[src/rtl/ncl_gate_test_sequencer_if.sv]
// Handshake/stimulus bundle between the NCL gate test sequencer and the gate pair.
// The master modport is the sequencer side.
interface ncl_gate_test_sequencer_if #(
  parameter int INPUT_PORTS = 3,
  parameter int ERR_W       = 16
);
  logic                   req;
  logic                   y_ref;
  logic                   y;
  logic [INPUT_PORTS-1:0] stm_value;
  logic                   rsb;
  logic                   busy;
  logic                   gnt;
  logic                   pass;
  logic [ERR_W-1:0]       error_cnt;
  logic [INPUT_PORTS:0]   vec_idx;

  modport master (
    input  req, y_ref, y,
    output stm_value, rsb, busy, gnt, pass, error_cnt, vec_idx
  );

  modport slave (
    output req, y_ref, y,
    input  stm_value, rsb, busy, gnt, pass, error_cnt, vec_idx
  );
endinterface

[src/rtl/ncl_gate_test_sequencer.sv]
// Cycle-exact reset / up-down sweep / compare sequencer for an NCL reference-vs-DUT gate pair.
// Optional: define NCL_SEQ_ABORT_EN to stop the sweep at the first mismatch.
module ncl_gate_test_sequencer #(
  parameter int INPUT_PORTS   = 3,
  parameter int RESET_PORT    = 1,
  parameter int RESET_SENS    = 0,
  parameter int RESET_CYCLES  = 4,
  parameter int SETTLE_CYCLES = 2,
  parameter int ERR_W         = 16
) (
  input logic                       clk,
  input logic                       rst,
  ncl_gate_test_sequencer_if.master bus
);

  localparam logic [2:0] S_IDLE   = 3'd0;
  localparam logic [2:0] S_RESET  = 3'd1;
  localparam logic [2:0] S_SETTLE = 3'd2;
  localparam logic [2:0] S_CHECK  = 3'd3;
  localparam logic [2:0] S_DONE   = 3'd4;

  localparam int CNT_MAX = (RESET_CYCLES > SETTLE_CYCLES) ? RESET_CYCLES : SETTLE_CYCLES;
  localparam int CNT_W   = (CNT_MAX > 1) ? $clog2(CNT_MAX) : 1;

  localparam logic [CNT_W-1:0]     RST_LOAD = CNT_W'(RESET_CYCLES - 1);
  localparam logic [CNT_W-1:0]     SET_LOAD = CNT_W'(SETTLE_CYCLES - 1);
  localparam logic                 RSB_ON   = (RESET_SENS != 0);
  localparam logic                 RSB_OFF  = ~RSB_ON;
  localparam logic [INPUT_PORTS:0] LAST_IDX = '1;
  localparam logic [ERR_W-1:0]     ERR_MAX  = '1;

`ifdef NCL_SEQ_ABORT_EN
  localparam logic ABORT_EN = 1'b1;
`else
  localparam logic ABORT_EN = 1'b0;
`endif

  logic [2:0]             state_q, state_d;
  logic [CNT_W-1:0]       cnt_q, cnt_d;
  logic [INPUT_PORTS-1:0] stm_value_q, stm_value_d;
  logic                   rsb_q, rsb_d;
  logic                   busy_q, busy_d;
  logic                   gnt_q, gnt_d;
  logic                   pass_q, pass_d;
  logic [ERR_W-1:0]       error_cnt_q, error_cnt_d;
  logic [INPUT_PORTS:0]   vec_idx_q, vec_idx_d;
  logic                   mismatch;

  // Upper half of the index walks back down: 2N-1-k == bitwise NOT of the low bits.
  function automatic logic [INPUT_PORTS-1:0] vec_to_stm(input logic [INPUT_PORTS:0] k);
    return k[INPUT_PORTS] ? ~k[INPUT_PORTS-1:0] : k[INPUT_PORTS-1:0];
  endfunction

  // Case inequality so an X/Z on either gate output is scored as a failure.
  assign mismatch = (bus.y_ref !== bus.y);

  always_comb begin
    state_d     = state_q;
    cnt_d       = cnt_q;
    stm_value_d = stm_value_q;
    rsb_d       = rsb_q;
    busy_d      = busy_q;
    gnt_d       = 1'b0;
    pass_d      = pass_q;
    error_cnt_d = error_cnt_q;
    vec_idx_d   = vec_idx_q;

    case (state_q)
      S_IDLE: begin
        if (bus.req) begin
          error_cnt_d = '0;
          pass_d      = 1'b0;
          vec_idx_d   = '0;
          stm_value_d = '0;
          busy_d      = 1'b1;
          if (RESET_PORT != 0) begin
            state_d = S_RESET;
            rsb_d   = RSB_ON;
            cnt_d   = RST_LOAD;
          end else begin
            state_d = S_SETTLE;
            cnt_d   = SET_LOAD;
          end
        end
      end

      S_RESET: begin
        if (cnt_q == '0) begin
          state_d = S_SETTLE;
          rsb_d   = RSB_OFF;
          cnt_d   = SET_LOAD;
        end else begin
          cnt_d = cnt_q - CNT_W'(1);
        end
      end

      S_SETTLE: begin
        if (cnt_q == '0) begin
          state_d = S_CHECK;
        end else begin
          cnt_d = cnt_q - CNT_W'(1);
        end
      end

      S_CHECK: begin
        if (mismatch && (error_cnt_q != ERR_MAX)) begin
          error_cnt_d = error_cnt_q + ERR_W'(1);
        end
        // pass reflects the count including this final comparison
        if ((ABORT_EN && mismatch) || (vec_idx_q == LAST_IDX)) begin
          state_d = S_DONE;
          gnt_d   = 1'b1;
          pass_d  = (error_cnt_d == '0);
        end else begin
          state_d     = S_SETTLE;
          vec_idx_d   = vec_idx_q + (INPUT_PORTS + 1)'(1);
          stm_value_d = vec_to_stm(vec_idx_d);
          cnt_d       = SET_LOAD;
        end
      end

      S_DONE: begin
        state_d = S_IDLE;
        busy_d  = 1'b0;
      end

      default: begin
        state_d = S_IDLE;
        busy_d  = 1'b0;
      end
    endcase
  end

  always_ff @(posedge clk) begin
    if (rst) begin
      state_q     <= S_IDLE;
      cnt_q       <= '0;
      stm_value_q <= '0;
      rsb_q       <= RSB_OFF;
      busy_q      <= 1'b0;
      gnt_q       <= 1'b0;
      pass_q      <= 1'b0;
      error_cnt_q <= '0;
      vec_idx_q   <= '0;
    end else begin
      state_q     <= state_d;
      cnt_q       <= cnt_d;
      stm_value_q <= stm_value_d;
      rsb_q       <= rsb_d;
      busy_q      <= busy_d;
      gnt_q       <= gnt_d;
      pass_q      <= pass_d;
      error_cnt_q <= error_cnt_d;
      vec_idx_q   <= vec_idx_d;
    end
  end

  assign bus.stm_value = stm_value_q;
  assign bus.rsb       = rsb_q;
  assign bus.busy      = busy_q;
  assign bus.gnt       = gnt_q;
  assign bus.pass      = pass_q;
  assign bus.error_cnt = error_cnt_q;
  assign bus.vec_idx   = vec_idx_q;

endmodule
[src/flat_wrapper.sv]
// flat-port wrapper written by rule: the top's interface ports become plain ports
module ncl_gate_test_sequencer_flat 
#(
  parameter int INPUT_PORTS   = 3,
  parameter int RESET_PORT    = 1,
  parameter int RESET_SENS    = 0,
  parameter int RESET_CYCLES  = 4,
  parameter int SETTLE_CYCLES = 2,
  parameter int ERR_W         = 16
)
  (clk, rst, bus_req, bus_y_ref, bus_y, bus_stm_value, bus_rsb, bus_busy, bus_gnt, bus_pass, bus_error_cnt, bus_vec_idx);
  ncl_gate_test_sequencer_if #(.INPUT_PORTS(INPUT_PORTS), .ERR_W(ERR_W)) bus_i ();
  input logic clk;
  input logic rst;
  input wire logic [$bits(bus_i.req)-1:0] bus_req;
  input wire logic [$bits(bus_i.y_ref)-1:0] bus_y_ref;
  input wire logic [$bits(bus_i.y)-1:0] bus_y;
  output wire logic [$bits(bus_i.stm_value)-1:0] bus_stm_value;
  output wire logic [$bits(bus_i.rsb)-1:0] bus_rsb;
  output wire logic [$bits(bus_i.busy)-1:0] bus_busy;
  output wire logic [$bits(bus_i.gnt)-1:0] bus_gnt;
  output wire logic [$bits(bus_i.pass)-1:0] bus_pass;
  output wire logic [$bits(bus_i.error_cnt)-1:0] bus_error_cnt;
  output wire logic [$bits(bus_i.vec_idx)-1:0] bus_vec_idx;
  assign bus_i.req = bus_req;
  assign bus_i.y_ref = bus_y_ref;
  assign bus_i.y = bus_y;
  assign bus_stm_value = bus_i.stm_value;
  assign bus_rsb = bus_i.rsb;
  assign bus_busy = bus_i.busy;
  assign bus_gnt = bus_i.gnt;
  assign bus_pass = bus_i.pass;
  assign bus_error_cnt = bus_i.error_cnt;
  assign bus_vec_idx = bus_i.vec_idx;
  ncl_gate_test_sequencer #(.INPUT_PORTS(INPUT_PORTS), .RESET_PORT(RESET_PORT), .RESET_SENS(RESET_SENS), .RESET_CYCLES(RESET_CYCLES), .SETTLE_CYCLES(SETTLE_CYCLES), .ERR_W(ERR_W)) u_core (.clk(clk), .rst(rst), .bus(bus_i));
endmodule
[config.mk]
export PLATFORM = sky130hd
export DESIGN_NAME = ncl_gate_test_sequencer_flat
export DESIGN_NICKNAME = d
export VERILOG_FILES = /design/src/rtl/ncl_gate_test_sequencer_if.sv /design/src/rtl/ncl_gate_test_sequencer.sv /design/src/flat_wrapper.sv
export SDC_FILE = /design/constraint.sdc
export NUM_CORES = 1
export LEC_CHECK = 0
export ABC_AREA = 0
export BUFFER_PORTS_ARGS = -buffer_cell sky130_fd_sc_hd__buf_4
export CAP_MARGIN = 40
export CORE_MARGIN = 2
export CORE_UTILIZATION = 61
export CTS_CLUSTER_SIZE = 10
export DETAILED_ROUTE_END_ITERATION = 12
export PLACE_DENSITY = 0.85
export SETUP_SLACK_MARGIN = 0.5
export SYNTH_ARGS = -nofsm -noshare
export SYNTH_HDL_FRONTEND = slang
export SYNTH_SLANG_ARGS = --single-unit
[constraint.sdc]
create_clock -name clk -period 4.9 [get_ports clk]
set_clock_uncertainty 0.05 [all_clocks]
set_input_delay 0.735 -clock clk [delete_from_list [all_inputs] [get_ports clk]]
set_output_delay 0.735 -clock clk [all_outputs]
set_load 0.03 [all_outputs]
# Word level (Yosys, flattened, before mapping)
# Index checks and enable logic that the tools add are counted.
[totals]
register_bits = 32
latch_bits = 0
ramBits = 0
mem_bits_ro = 0
inputBits = 5
output_inout_bits = 27
word_cells = 72
n_memories = 0
[op_classes]
addsub = 3
multipliers = 0
div_mod_pow = 0
order_cmp = 0
eq_ne = 12
shift = 0
mux = 29
bitwise_logic = 3
n_reduce_logical = 16
[op_table]
columns = ["cell", "n"]
rows = [
  ["2-to-1 mux 16 bit", 3],
  ["one-hot mux 16 bit (2 select lines)", 1],
  ["2-to-1 mux 3 bit", 7],
  ["adder 16 x 1 -> 16 bit, second input constant", 1],
  ["logical NOT 16 bit", 1],
  ["inequality test 16 bit, second input constant", 1],
  ["one-hot mux 3 bit (4 select lines)", 1],
  ["AND reduction 3 bit", 4],
  ["2-to-1 mux 2 bit", 4],
  ["2-to-1 mux 4 bit", 2],
  ["one-hot mux 2 bit (4 select lines)", 1],
  ["one-hot mux 4 bit (2 select lines)", 1],
  ["equality test 3 x 2 -> 1 bit, second input constant", 2],
  ["inequality test 2 x 1 -> 1 bit, second input constant", 3],
  ["inequality test 2 bit, second input constant", 3],
  ["one-hot mux 1 bit (2 select lines)", 3],
  ["one-hot mux 3 bit (2 select lines)", 1],
  ["2-to-1 mux 1 bit", 5],
  ["adder 4 x 1 -> 4 bit, second input constant", 1],
  ["equality test 4 bit, second input constant", 1],
  ["AND reduction 2 bit", 2],
  ["AND reduction 4 bit", 1],
  ["nonzero test 2 bit", 2],
  ["nonzero test 4 bit", 1],
  ["other kinds (10)", 11],
]

# Longest topological paths before layout
[depth]
word_depth = 7
depth_mapped = 9

# Worst setup path before layout
# OpenSTA, ideal clock, no wires.
[synth_timing]
kind = "register -> register"
from = "register u_core.error_cnt_q[0] (netlist: u_core.bus.error_cnt[0])"
to = "register u_core.pass_q (netlist: u_core.bus.pass)"
setup_ns = 0.069
arrival_ns = 2.126
setup_slack_ns = 2.656
stages_incl_launch_ff = 8
path_buffers = 0
cell_sequence = "dfxtp_1 > ha_1 > and3_1 > a41oi_4 > or3_1 > a222oi_1 > nand4_1 > o21ai_1"
[synth_via]
elab_chain_cells = 7
word_cells_on_any_way = 8
[synth_lines]
columns = ["element", "line_no", "text"]
rows = [
  ["start, declared", "ncl_gate_test_sequencer.sv:45", "logic [ERR_W-1:0] error_cnt_q, error_cnt_d;"],
  ["start signal, assigned", "ncl_gate_test_sequencer.sv:153", "error_cnt_q <= error_cnt_d;"],
  ["branches (longest 2 deep; another with adder 16 x 1 -> 16 bit)", "-", ""],
  ["2-to-1 mux 16 bit *", "ncl_gate_test_sequencer.sv:106", "if (mismatch && (error_cnt_q != ERR_MAX)) begin"],
  ["2-to-1 mux 16 bit *", "ncl_gate_test_sequencer.sv:68", "case (state_q)"],
  ["logical NOT 16 bit *", "ncl_gate_test_sequencer.sv:113", "pass_d = (error_cnt_d == '0);"],
  ["2-to-1 mux 1 bit *", "ncl_gate_test_sequencer.sv:110", "if ((ABORT_EN && mismatch) || (vec_idx_q == LAST_IDX)) begin"],
  ["one-hot mux 1 bit (2 select lines) *", "ncl_gate_test_sequencer.sv:68", ""],
  ["end signal, assigned", "ncl_gate_test_sequencer.sv:152", "pass_q <= pass_d;"],
  ["end, declared", "ncl_gate_test_sequencer.sv:44", "logic pass_q, pass_d;"],
]
# Mark *: on every way between the ends. The select of a mux whose other input is x is not followed.
# A chain may end at the register's enable or synchronous reset.

# Final worst setup path
# Ends and elaborated chain as after synthesis.

==> summary.txt <==
================================================================================
Final setup viols                                                              0
Gate Count Post-Synth                                                        254
Top area cells in the synthesized netlist                           dfxtp_1, nor2_1, a21oi_1
Kind of path behind the tightest hold check                         flip-flop to flip-flop
Number of warnings reported in the yosys synthesis log                         0
Combinational cell fraction of total power                                 16.2%
Clock tree from TritonCTS                                                    yes
CTS Root Buffer Type                                                    clkbuf_4
Maximum fanout along the worst path                                           10
Async set-reset flop share out of synthesis                                   0%
Average detailed-routed wire length per instance                        14.61 µm
Achievable frequency                                                   426.0 MHz
Clock transition at the registers of the reported paths                   120 ps
Count of standard-cell rows                                                   20
Yosys top cell area share                                                 31.66%
Average via count per standard cell                                        6.300
Biggest area consumer among synthesized cells                            dfxtp_1
Min Clock Period, post-route                                             2347 ps
Setup slack after placement                                              2389 ps
DRC marker count from the first detailed-route iteration                     163
Finished layout cell area                                               2272 µm²
Transition time at the pin with the least slew margin                   625.2 ps
Switching power as a share of total power                                 29.79%
Initial Utilization                                                       65.20%
Unrepaired setup endpoints after global routing                               no
Clock power share                                                          35.6%
Required @ worst endpoint                                                5130 ps
Postcts setup bufs                                                             0
Synthesized area                                                        2023 µm²
Slew margin rel.                                                          58.02%
Max-cap violations                                                             0
Leak pwr                                                               0.8620 nW
Cell area reported after detailed placement                             2192 µm²
Seq cells post-synth                                                          32
Worst supply voltage drop on vdd                                       0.1790 mV
Sequential power share                                                     48.2%
Tot GR Track Use                                                          25.16%
Synth-to-layout area growth                                               12.31%
Post-Synthesis Net Count                                                     263
Post-synth EDFFs                                                               0
Aggregate global routing overflow                                              0
Core Box Area                                                           3103 µm²
Maximum number of pins on one net before global-route repair                  33
Routed Antenna Nets                                                            0
Power Density                                                       255.6 nW/µm²
Routability-driven placement congestion ratio                             0.9153
Via count of the routed design                                              1997
Final worst-path cycle share                                              47.90%
Chip width                                                              61.59 µm
Net total in the final layout                                                281
Synth cell types                                                              48
Sink Count                                                                    32
Vias in the first global route                                              1593
Total number of H-tree levels                                                  2
Nature of the critical path startpoint                                 flip-flop
Final max-slew violation count                                                 0
Die area                                                                3793 µm²
Final setup TNS                                                             0 ps
Arrival time worst endpoint                                              2580 ps
DRC violations left                                                            0
Clock Latency Late Sink                                                   350 ps
PostCTS Resize Cnt                                                             0
Register area share after synthesis                                       31.66%
Crit Path Category                                                  flip-flop to flip-flop
CTS Buf Count                                                                  5
Global-route wire length before repair                                   7093 µm
Leading post-synthesis cells by instance count                      dfxtp_1, nor2_1, nand2_1
Antenna fix cells                                                              0
Cell Int Power                                                         0.4077 mW
Number of top-level pins                                                      32
Net switching power                                                    0.1730 mW
Final Hold Fails                                                               0
Quantity of I/O buffers inserted on ports                                     31
Estimated wirelength of the detail-placed design                         3221 µm
Sum of routed wire length over all layers                                4632 µm
Status                                                              finished clean
DIE HEIGHT                                                              61.59 µm
Final Worst Setup Slack                                                  2553 ps
Number of antenna violations at the first check in global routing              0
Slack of the worst reg-to-reg path                                       2550 ps
Capturing element type of the critical path                            flip-flop
Bufs on Longest Clock Path                                                     2
Share of post-route cells with drive strength above 1                     17.95%
DR pass1 iterations                                                            6
Top FF cell, synth                                                       dfxtp_1
Post-CTS Hold Fix Bufs                                                         0
Per-instance average area after synthesis                              7.965 µm²
================================================================================
worst max-delay path: stages, from the launching register on:
cell,delay (ps)
dfxtp_1,390
ha_1,290
and3_1,280
a41o_1,390
nor4_4,410
mux2i_1,230
o21ai_0,110
o21ai_1,130
path summary, 6_finish.rpt:
check                          start              end  cells past startpoint
max          u_core.bus.error_cnt[0]  u_core.bus.pass                      7
min                   u_core.bus.rsb   u_core.bus.rsb                      1
max reg2reg  u_core.bus.error_cnt[0]  u_core.bus.pass                      7
min reg2reg           u_core.bus.rsb   u_core.bus.rsb                      1
layer usage:
| metal | up-vias | GRT usage [%] | wire, µm |
|---|---|---|---|
| li1 | 987 | - | - |
| met1 | 897 | 34.96 | 2091 |
| met2 | 104 | 38.35 | 2080 |
| met3 | 9 | 5.252 | 389 |
| met4 | 0 | 9.422 | 72 |
| met5 | - | 0 | 0 |
cell type report:
type | instances | area, µm²
tap | 44 | 55.05
fill | 271 | 830.8
clock inverter | 3 | 42.54
clock buffer | 5 | 37.54
multi-input combinational | 196 | 1237
inverter | 5 | 18.77
timing repair buffer | 32 | 240.2
sequential | 32 | 640.6
registers in the layout, indices dropped and copies added (netlist names):
signal / cells
u_core.bus.rsb: 1
u_core.bus.stm_value: 3
u_core.cnt_q: 2
u_core.bus.vec_idx: 4
u_core.bus.gnt: 1
u_core.state_q: 3
u_core.bus.busy: 1
u_core.bus.pass: 1
u_core.bus.error_cnt: 16
through the flow:
step                      util [%]  cells  power, mW  hold WS (ps)
after global routing         73.23    317     0.6023         448.4
after floorplan                  -    254     0.3569         416.3
after global placement       70.65    309     0.3754         398.3
final                        73.23    317     0.5807         431.6
after CTS                    73.23    317     0.5823         433.0
after detailed placement     70.65    309     0.3784         403.7
placed cells by master (no fill, tap or decap), types with 4 or more instances in the layout:
cell type  netlist  final
nor2_1          32     32
a21oi_1         17     17
o21ai_0         16     16
dfxtp_1         32     32
buf_4            0     32
a31oi_1          5      5
xnor2_1          7      7
nor3_1          12     12
a22oi_1          7      7
nand4_1          5      5
inv_1            5      5
a311oi_1         5      5
nor4_1           5      5
nand2_1         20     20
and4_1           4      4
nand3_1          6      6
clkbuf_4         0      5
mux2i_1          4      4
nand4b_1         4      4
ha_1             4      4
cell families (layout without fill, tap and decap cells):
logic type	count (synthesis)	after routing	synth area share (%)
DFF	32	32	31.66
and+or+nand+nor	110	110	29.50
buffers and inverters	26	45	7.174
muxes	4	4	1.979
xor gates and xnor gates	9	9	3.896
AOI/OAI and AO/OA	69	69	23.32
adders and majority gates	4	4	2.474
power groups by stage:
stage          clock network [mW]  logic, mW  registers (mW)
3_5_place_dp                    0     0.0924           0.286
3_3_place_gp                    0     0.0899           0.286
4_1_cts                     0.209     0.0928           0.280
6_report                    0.207     0.0940           0.280
5_1_grt                     0.217      0.103           0.282
2_1_floorplan                   0     0.0707           0.286
(Power assumes the default switching activity.)
